**src/rtl/led_pwm_pkg.sv**
```systemverilog
// Shared constants and helpers for the LED PWM palette driver.
package led_pwm_pkg;

   localparam int c_pwm_bits  = 8;
   localparam int c_pwm_steps = 256;

   // Spreads LED turn-on edges evenly over one PWM period.
   function automatic logic [c_pwm_bits-1:0] phase_offset(input int idx, input int led_count,
                                                          input bit stagger);
      int off;
      off = 0;
      if (stagger && led_count > 0)
         off = (idx * (c_pwm_steps / led_count)) % c_pwm_steps;
      return off[c_pwm_bits-1:0];
   endfunction

endpackage

```
**src/rtl/clock_enable_divider.sv**
```systemverilog
// Produces a one-cycle enable every par_ce_divisor cycles of the upstream enable.
module clock_enable_divider #(
   parameter int par_ce_divisor = 1
) (
   input  logic i_clk,
   input  logic i_rst_mhz,
   input  logic i_ce_mhz,
   output logic o_ce
);

   localparam int c_cnt_w = (par_ce_divisor > 1) ? $clog2(par_ce_divisor) : 1;
   localparam logic [c_cnt_w-1:0] c_last = c_cnt_w'(par_ce_divisor - 1);

   logic [c_cnt_w-1:0] s_cnt;

   always_ff @(posedge i_clk) begin
      if (i_rst_mhz)
         s_cnt <= '0;
      else if (i_ce_mhz)
         s_cnt <= (s_cnt == c_last) ? '0 : s_cnt + 1'b1;
   end

   assign o_ce = i_ce_mhz && (s_cnt == c_last);

endmodule

```
**src/rtl/led_pwm_channel.sv**
```systemverilog
// One PWM channel: period-aligned shadow of the duty value, phase add and compare.
module led_pwm_channel
   import led_pwm_pkg::*;
#(
   parameter logic [c_pwm_bits-1:0] par_offset = '0
) (
   input  logic                  i_clk,
   input  logic                  i_srst,
   input  logic                  i_load,
   input  logic [c_pwm_bits-1:0] i_value,
   input  logic [c_pwm_bits-1:0] i_count,
   output logic                  o_pwm
);

   logic [c_pwm_bits-1:0] s_shadow;
   logic [c_pwm_bits-1:0] s_phase;

   // Wraps mod 256 through the 8-bit result width.
   assign s_phase = i_count + par_offset;

   always_ff @(posedge i_clk) begin
      if (i_srst) begin
         s_shadow <= '0;
         o_pwm    <= 1'b0;
      end else begin
         if (i_load)
            s_shadow <= i_value;
         o_pwm <= (s_phase < s_shadow);
      end
   end

endmodule

```
**src/rtl/led_pwm_palette_driver.sv**
```systemverilog
// Converts packed 8-bit palette values into glitch-free, optionally phase-staggered LED PWM.
module led_pwm_palette_driver
   import led_pwm_pkg::*;
#(
   parameter int parm_color_led_count = 4,
   parameter int parm_basic_led_count = 4,
   parameter int parm_FCLK            = 40_000_000,
   parameter int parm_pwm_freq_hz     = 2000,
   parameter int parm_stagger_enable  = 1
) (
   input  logic                              i_clk,
   input  logic                              i_srst,
   input  logic [8*parm_color_led_count-1:0] i_color_led_red_value,
   input  logic [8*parm_color_led_count-1:0] i_color_led_green_value,
   input  logic [8*parm_color_led_count-1:0] i_color_led_blue_value,
   input  logic [8*parm_basic_led_count-1:0] i_basic_led_lumin_value,
   output logic [parm_color_led_count-1:0]   o_color_led_red,
   output logic [parm_color_led_count-1:0]   o_color_led_green,
   output logic [parm_color_led_count-1:0]   o_color_led_blue,
   output logic [parm_basic_led_count-1:0]   o_basic_led,
   output logic                              o_period_start
);

   localparam int c_div_raw = parm_FCLK / (parm_pwm_freq_hz * c_pwm_steps);
   localparam int c_divisor = (c_div_raw < 1) ? 1 : c_div_raw;
   localparam bit c_stagger = (parm_stagger_enable != 0);

   logic                  s_ce;
   logic                  s_wrap;
   logic [c_pwm_bits-1:0] s_pwm_count;

   clock_enable_divider #(
      .par_ce_divisor(c_divisor)
   ) u_ce_div (
      .i_clk    (i_clk),
      .i_rst_mhz(i_srst),
      .i_ce_mhz (1'b1),
      .o_ce     (s_ce)
   );

   // The wrap step is the only instant shadows may change, keeping each period glitch-free.
   assign s_wrap = s_ce && (s_pwm_count == {c_pwm_bits{1'b1}});

   always_ff @(posedge i_clk) begin
      if (i_srst) begin
         s_pwm_count    <= '0;
         o_period_start <= 1'b0;
      end else begin
         if (s_ce)
            s_pwm_count <= s_pwm_count + 1'b1;
         o_period_start <= s_wrap;
      end
   end

   for (genvar k = 0; k < parm_color_led_count; k++) begin : g_color
      localparam logic [c_pwm_bits-1:0] c_off = phase_offset(k, parm_color_led_count, c_stagger);

      led_pwm_channel #(.par_offset(c_off)) u_red (
         .i_clk(i_clk), .i_srst(i_srst), .i_load(s_wrap),
         .i_value(i_color_led_red_value[8*k +: 8]), .i_count(s_pwm_count),
         .o_pwm(o_color_led_red[k])
      );
      led_pwm_channel #(.par_offset(c_off)) u_green (
         .i_clk(i_clk), .i_srst(i_srst), .i_load(s_wrap),
         .i_value(i_color_led_green_value[8*k +: 8]), .i_count(s_pwm_count),
         .o_pwm(o_color_led_green[k])
      );
      led_pwm_channel #(.par_offset(c_off)) u_blue (
         .i_clk(i_clk), .i_srst(i_srst), .i_load(s_wrap),
         .i_value(i_color_led_blue_value[8*k +: 8]), .i_count(s_pwm_count),
         .o_pwm(o_color_led_blue[k])
      );
   end

   for (genvar k = 0; k < parm_basic_led_count; k++) begin : g_basic
      localparam logic [c_pwm_bits-1:0] c_off = phase_offset(k, parm_basic_led_count, c_stagger);

      led_pwm_channel #(.par_offset(c_off)) u_lumin (
         .i_clk(i_clk), .i_srst(i_srst), .i_load(s_wrap),
         .i_value(i_basic_led_lumin_value[8*k +: 8]), .i_count(s_pwm_count),
         .o_pwm(o_basic_led[k])
      );
   end

endmodule

```
**config.mk**
```make
export PLATFORM = sky130hd
export DESIGN_NAME = led_pwm_palette_driver
export DESIGN_NICKNAME = d
export VERILOG_FILES = /design/src/rtl/led_pwm_pkg.sv /design/src/rtl/clock_enable_divider.sv /design/src/rtl/led_pwm_channel.sv /design/src/rtl/led_pwm_palette_driver.sv
export SDC_FILE = /design/constraint.sdc
export NUM_CORES = 1
export LEC_CHECK = 0
export CORE_MARGIN = 5
export CORE_UTILIZATION = 48
export CTS_CLUSTER_SIZE = 24
export DETAILED_ROUTE_END_ITERATION = 10
export PLACE_DENSITY = 0.73
export REMOVE_ABC_BUFFERS = 1
export SLEW_MARGIN = 20
export SYNTH_ARGS = -nofsm -noshare
export SYNTH_HDL_FRONTEND = slang
export SYNTH_HIERARCHICAL = 1
export SYNTH_SLANG_ARGS = --single-unit
```
**constraint.sdc**
```tcl
create_clock -name i_clk -period 2.9 [get_ports i_clk]
set_clock_uncertainty 0.15 [all_clocks]
set_input_delay 0.87 -clock i_clk [delete_from_list [all_inputs] [get_ports i_clk]]
set_output_delay 0.87 -clock i_clk [all_outputs]
set_load 0.1 [all_outputs]
```
-- Word-level counts from Yosys, hierarchy flattened
Cells that the tools add are included.
- register bits after elaboration: 160
- latch bits: 0
- RAM bits: 0
- memory bits (read-only): 0
- input port bits: 130
- output and inout bits: 17
- word-level logic and storage cells: 60
- memories kept: 0
- $add $sub $neg: 5
- multipliers: 0
- div/mod/pow operators: 0
- $lt $le $gt $ge: 16
- equality and inequality tests: 2
- shift-type cells: 0
- multiplexer cells: 0
- bitwise operators: 0
- reductions and logical operators: 2
- operators by type and width (kind ; number):
    $lt 8x8->1 ; 16
    $add 8x8->8 const B ; 2
    $add 8x1->8 const B ; 1
    $add 8x7->8 const B ; 1
    $eq 8x8->1 const B ; 1
    $add 7x1->7 const B ; 1
    $eq 7x7->1 const B ; 1
    $reduce_or 2->1 ; 1
    $logic_and 1x1->1 ; 1

-- Longest topological paths before layout
- depth in word-level cells: 2
- mapped depth: 10

-- Hierarchy
Netlist, hierarchy kept.
- by module, submodules not included (module ; times used ; cells each ; area an instance (um^2) ; seq. area each (um^2)):
    led_pwm_channel (g_basic[1].u_lumin ...) ; 8 ; 54 ; 493.0 ; 180.2
    led_pwm_channel (g_basic[2].u_lumin ...) ; 4 ; 50 ; 481.7 ; 180.2
    led_pwm_channel (g_basic[0].u_lumin ...) ; 4 ; 52 ; 480.5 ; 180.2
    led_pwm_palette_driver ; 1 ; 43 ; 386.6 ; 180.2
    clock_enable_divider ; 1 ; 40 ; 356.6 ; 140.1

-- Worst setup path after synthesis
OpenSTA, ideal clock, no wires.
- path kind: register to register
- start: register u_ce_div.s_cnt[0]
- end: register g_basic[0].u_lumin.s_shadow[0]
- setup time: 0.126 ns
- data arrival time: 2.483 ns
- data required time: 2.624 ns
- setup slack: 0.140 ns
- cell stages (with the launch flop): 10
- buffers on the path: 2
- path through: dfxtp_1 ha_1 nand3b_1 nor4_1 buf_4 nand3_1 nor3_1 buf_2 mux2i_1 nor2_1
- word-level cells in the longest chain between the ends: 2
- ends and longest elaborated chain (item ; line ; text):
    start, declared ; clock_enable_divider.sv:14 ; logic [c_cnt_w-1:0] s_cnt;
    start signal, assigned ; clock_enable_divider.sv:20 ; s_cnt <= (s_cnt == c_last) ? '0 : s_cnt + 1'b1;
    $eq 7x7->1 ; clock_enable_divider.sv:23 ; assign o_ce = i_ce_mhz && (s_cnt == c_last);
    net s_ce ; led_pwm_palette_driver.sv:28 ; logic s_ce;
    $logic_and 1x1->1 ; led_pwm_palette_driver.sv:42 ; assign s_wrap = s_ce && (s_pwm_count == {c_pwm_bits{1'b1}});
    net s_wrap ; led_pwm_palette_driver.sv:29 ; logic s_wrap;
    end signal, assigned ; led_pwm_channel.sv:27 ; s_shadow <= i_value;
    end, declared ; led_pwm_channel.sv:15 ; logic [c_pwm_bits-1:0] s_shadow;
The timed path passes the listed nets, and every way through them passes these cells.
A chain may end at the register's enable or synchronous reset.

-- Worst setup path in the final report
Ends and elaborated chain as after synthesis.

==> key figures <==
Clocking
  – Clock-pin slew on the worst setup and hold paths: around 60 ps
  – Post-CTS setup buffer count: 0
  – Count of hold buffers inserted by post-cts repair: 0
  – Insertion delay of the later-clocked pin in the worst-skew pair: 420 ps
  – Deepest clock path buffer count: 2
  – Clock tree from TritonCTS: built
  – CTS HTree Levels: 4
  – Clock root cell: sky130_fd_sc_hd__clkbuf_16
  – Resized Gates After CTS: 0
  – CTS sink count: 160
  – Inserted Clock Buffers: 17

GRT
  – Leftover overflow at the end of global routing: 0
  – Largest net degree at the start of global routing: 59
  – Global-route usage over all layers: roughly a fifth
  – Wire length of the first global-routing pass: 32,080 um
  – Antenna violations before repair: 0
  – Via count of the first global-routing pass: between 6,000 and 7,000

Setup path
  – Req. time, crit path: 3030 ps
  – Critical Path, Cell by Cell: ha_1, nand3b_1, nor4_1, nand3_1, nor3_2, buf_4, buf_12, mux2i_1, nor2_1
  – Buffering stage count on the worst path with inverters included: 2
  – Crit Reg-Reg Endpoint: g_basic[0].u_lumin/s_shadow[0]
  – Crit path capture type: flip-flop
  – Crit-path slowest cell: sky130_fd_sc_hd__dfxtp_1
  – Largest fanout of any net on the critical path: 21
  – Logic depth of the worst register-to-register path: 9
  – Type of the worst setup path: flip-flop to flip-flop
  – CP delay by family, top: simple AND/OR/NAND/NOR gates
  – Slack of the worst reg-to-reg path: 270 ps
  – Arrival time of the worst setup path: between 2000 and 3000 ps
  – Worst reg2reg startpoint: u_ce_div/s_cnt[0]
  – Setup crit start kind: flip-flop
  – Critical path's largest stage delay: 400 ps

Hold path
  – Hold Path Stages: 2
  – Worst Hold Launch: g_color[1].u_green/s_shadow[0]
  – Type of the worst min-delay path: flip-flop to flip-flop
  – Worst Hold Path EP: g_color[1].u_green/s_shadow[0]

Die
  – CORE AREA: 17,360 um^2
  – Starting density of the core: 49.18%
  – Vertical die dimension: ~140 um
  – Boundary pin count: 147
  – Die Span X: 143.4 um
  – Floorplan die area: between 20,000 and 25,000 um^2
  – Floorplan row count: 48

Placed design
  – Total placed cells including tap cells: 1,283
  – Post-DP HPWL: 14,040 um
  – Placer's final routability congestion estimate: 0.7546
  – Number of buffer cells added on primary ports: 146
  – Placed cell area: just over 10,000 um^2

Routing
  – Routed WL: 19,510 um
  – Remaining DRCs: 0
  – Via-to-Cell Ratio: 5.072
  – Via count: between 6,000 and 7,000
  – Number of DRC violations after detailed-routing iteration 0: around 280
  – Remaining antenna violation count: 0
  – Total iterations of the first detailed-routing run: 6
  – Post-DR wirelength/cell: approximately 15 um

Timing
  – Setup repair after global routing missed its margin: false
  – Final clock period utilization by the worst path: 90.78%
  – Final setup violation count: 0
  – Setup TNS: 0 ps
  – Highest achievable clock rate: between 300 and 400 MHz
  – Relative slew slack: roughly 54%
  – Worst Hold Margin: between 300 and 400 ps
  – Final Max Slew Viols: 0
  – Slew of the pin with the lowest slew margin: 686.9 ps
  – Shortest period the worst path allows: 2633 ps
  – Hold Violations, Final: 0

Finish
  – Antenna cell count: 0
  – Layout Area Growth over Synthesis: 27.89%
  – Core occupancy in the finished layout: 62.90%
  – Filler cells: 1,485
  – Number of cells in the finished layout apart from fillers: 1,315
  – Final Net Count: 1,322
  – Share of post-route cells with drive strength above 1: 8.716%
  – Final std cell area, no fill: 10,920 um^2

Yosys
  – Seq cells post-synth: 160
  – Synthesized netlist cell count: ~920
  – Mean area per synthesized cell: 9.248 um^2
  – Post-synth design cell area: approximately 8500 um^2
  – Library cells used by synthesis: 35
  – Sequential area share after synthesis: 37.53%
  – Number of warnings issued by yosys: 6

Power and ir drop
  – Static leakage power: between 4 and 5 nW
  – Maximum resistive drop on vdd: 0.3980 mV
  – Cell Pwr Density: between 400 and 500 nW/um^2

Run
  – Maximum Capacitance Violations: 0

Status
  – Outcome: completed
final cells by class:
| cell class | count | area, um^2 | share of cell area, % |
|---|---|---|---|
| Clock buffer | 20 | 456.7 | 4.183 |
| Clock inverter | 12 | 136.4 | 1.249 |
| Inverter | 127 | 476.7 | 4.367 |
| Multi-Input combinational cell | 601 | 4702 | 43.07 |
| Sequential cell | 160 | 3204 | 29.35 |
| Tap cell | 225 | 281.5 | 2.579 |
| Timing Repair Buffer | 170 | 1659 | 15.20 |
flip-flops by register name (all words and copies together), names as in the netlist:
signal,flops
g_color.u_blue/s_shadow,32
g_color.u_green/s_shadow,32
o_period_start,1
g_color.u_blue/o_pwm,4
g_basic.u_lumin/s_shadow,32
s_pwm_count,8
g_color.u_green/o_pwm,4
g_basic.u_lumin/o_pwm,4
g_color.u_red/o_pwm,4
u_ce_div/s_cnt,7
g_color.u_red/s_shadow,32
metal layers:
metal  track usage, %  wire length (um)
met1            24.17              8759
met2            34.57              9573
met3            4.027               845
met4            6.541               335
met5                0                 0
cell families (layout without fill, tap and decap cells):
logic type | count (synthesis) | count (layout) | synth area share [%]
other | 1 | 1 | 0.04393
XOR/XNOR | 14 | 14 | 1.437
multiplexers | 130 | 130 | 15.26
adder cells (fa/ha/maj) | 115 | 115 | 16.86
buffers and inverters | 162 | 329 | 7.447
flip-flops | 160 | 160 | 37.53
AND/OR/NAND/NOR | 244 | 244 | 12.43
AO/OA/AOI/OAI | 97 | 97 | 9.000
placed cells by master, fill, tap and decap left out, drive strengths merged, types with 2 or more instances in the layout:
cell type	count
a211oi	29
inv	127
nand4	18
nor3b	4
nand3	2
clkinvlp	6
nand2	19
a2111oi	16
nor2b	17
nor2	174
clkbuf	20
bufinv	2
o21ai	32
clkinv	4
ha	115
o2111a	4
mux2i	129
a21oi	10
nor4	2
buf	42
xnor2	6
o211ai	4
dfxtp	160
xor2	8
or3	4
clkdlybuf4s50	128
power by group:
group	switching (mW)	leakage [nW]	internal (mW)
Clock	0.914	0.270	1.31
Sequential	0.00406	1.29	2.20
Combinational	0.0804	2.45	0.167
cells in the mapped netlist:
cell	instances	area [um^2]
sky130_fd_sc_hd__o211ai_1	4	30.03
sky130_fd_sc_hd__a211oi_1	13	97.59
sky130_fd_sc_hd__buf_4	2	15.01
sky130_fd_sc_hd__nand4_2	2	25.02
sky130_fd_sc_hd__mux2_2	1	11.26
sky130_fd_sc_hd__nand2_1	19	71.32
sky130_fd_sc_hd__o21ai_0	16	80.08
sky130_fd_sc_hd__a2111oi_1	16	160.2
sky130_fd_sc_hd__or3_1	4	25.02
sky130_fd_sc_hd__nand4_1	16	100.1
sky130_fd_sc_hd__nor3b_1	4	30.03
sky130_fd_sc_hd__nand3_1	2	10.01
sky130_fd_sc_hd__nand2b_1	1	6.260
sky130_fd_sc_hd__conb_1	1	3.750
sky130_fd_sc_hd__nor4_1	2	12.51
sky130_fd_sc_hd__a21oi_1	10	50.05
sky130_fd_sc_hd__buf_1	4	15.01
sky130_fd_sc_hd__xnor2_1	6	52.55
sky130_fd_sc_hd__buf_2	16	80.08
sky130_fd_sc_hd__o41ai_2	1	16.27
sky130_fd_sc_hd__xor2_1	8	70.07
sky130_fd_sc_hd__nor2_1	174	653.1
sky130_fd_sc_hd__a211oi_2	16	200.2
sky130_fd_sc_hd__nand3b_1	1	7.510
sky130_fd_sc_hd__nor2b_1	17	106.4
sky130_fd_sc_hd__clkbuf_1	13	48.80
sky130_fd_sc_hd__nor3_1	1	5.000
sky130_fd_sc_hd__o21ai_1	16	80.08
sky130_fd_sc_hd__dfxtp_1	160	3203
sky130_fd_sc_hd__or3b_1	1	8.760
sky130_fd_sc_hd__o2111a_1	4	45.04
sky130_fd_sc_hd__o311ai_0	1	8.760
sky130_fd_sc_hd__ha_1	115	1439
sky130_fd_sc_hd__inv_1	127	476.7
sky130_fd_sc_hd__mux2i_1	129	1291
stage by stage:
stage / setup slack, ps / power [mW]
4_1_cts: 287.7 / 4.741
5_1_grt: 56.71 / 4.848
6_report: 267.3 / 4.681
3_5_place_dp: 340.6 / 2.501
3_3_place_gp: 406.6 / 2.501
2_1_floorplan: -12220 / 2.269
worst register-to-register path, cell delays in order, from the launching register on:
cell                       delay, ps
sky130_fd_sc_hd__dfxtp_1         400
sky130_fd_sc_hd__ha_1            180
sky130_fd_sc_hd__nand3b_1        140
sky130_fd_sc_hd__nor4_1          340
sky130_fd_sc_hd__nand3_1         190
sky130_fd_sc_hd__nor3_2          320
sky130_fd_sc_hd__buf_4           240
sky130_fd_sc_hd__buf_12          210
sky130_fd_sc_hd__mux2i_1         260
sky130_fd_sc_hd__nor2_1           70
worst max path at each step:
| stage | start | to | slack, ps | depth (start not counted) |
|---|---|---|---|---|
| floorplan | u_ce_div/s_cnt[0] | g_basic[0].u_lumin/s_shadow[0] | -12220 | 7 |
| global placement | u_ce_div/s_cnt[0] | g_basic[1].u_lumin/s_shadow[4] | 410 | 8 |
| detailed placement | u_ce_div/s_cnt[0] | g_color[2].u_blue/s_shadow[4] | 340 | 8 |
| CTS | u_ce_div/s_cnt[0] | g_basic[0].u_lumin/s_shadow[0] | 290 | 9 |
| global route | u_ce_div/s_cnt[0] | g_basic[0].u_lumin/s_shadow[0] | 60 | 9 |
| finish | u_ce_div/s_cnt[0] | g_basic[0].u_lumin/s_shadow[0] | 270 | 9 |
Note: power is estimated with default switching activity, not from simulation.
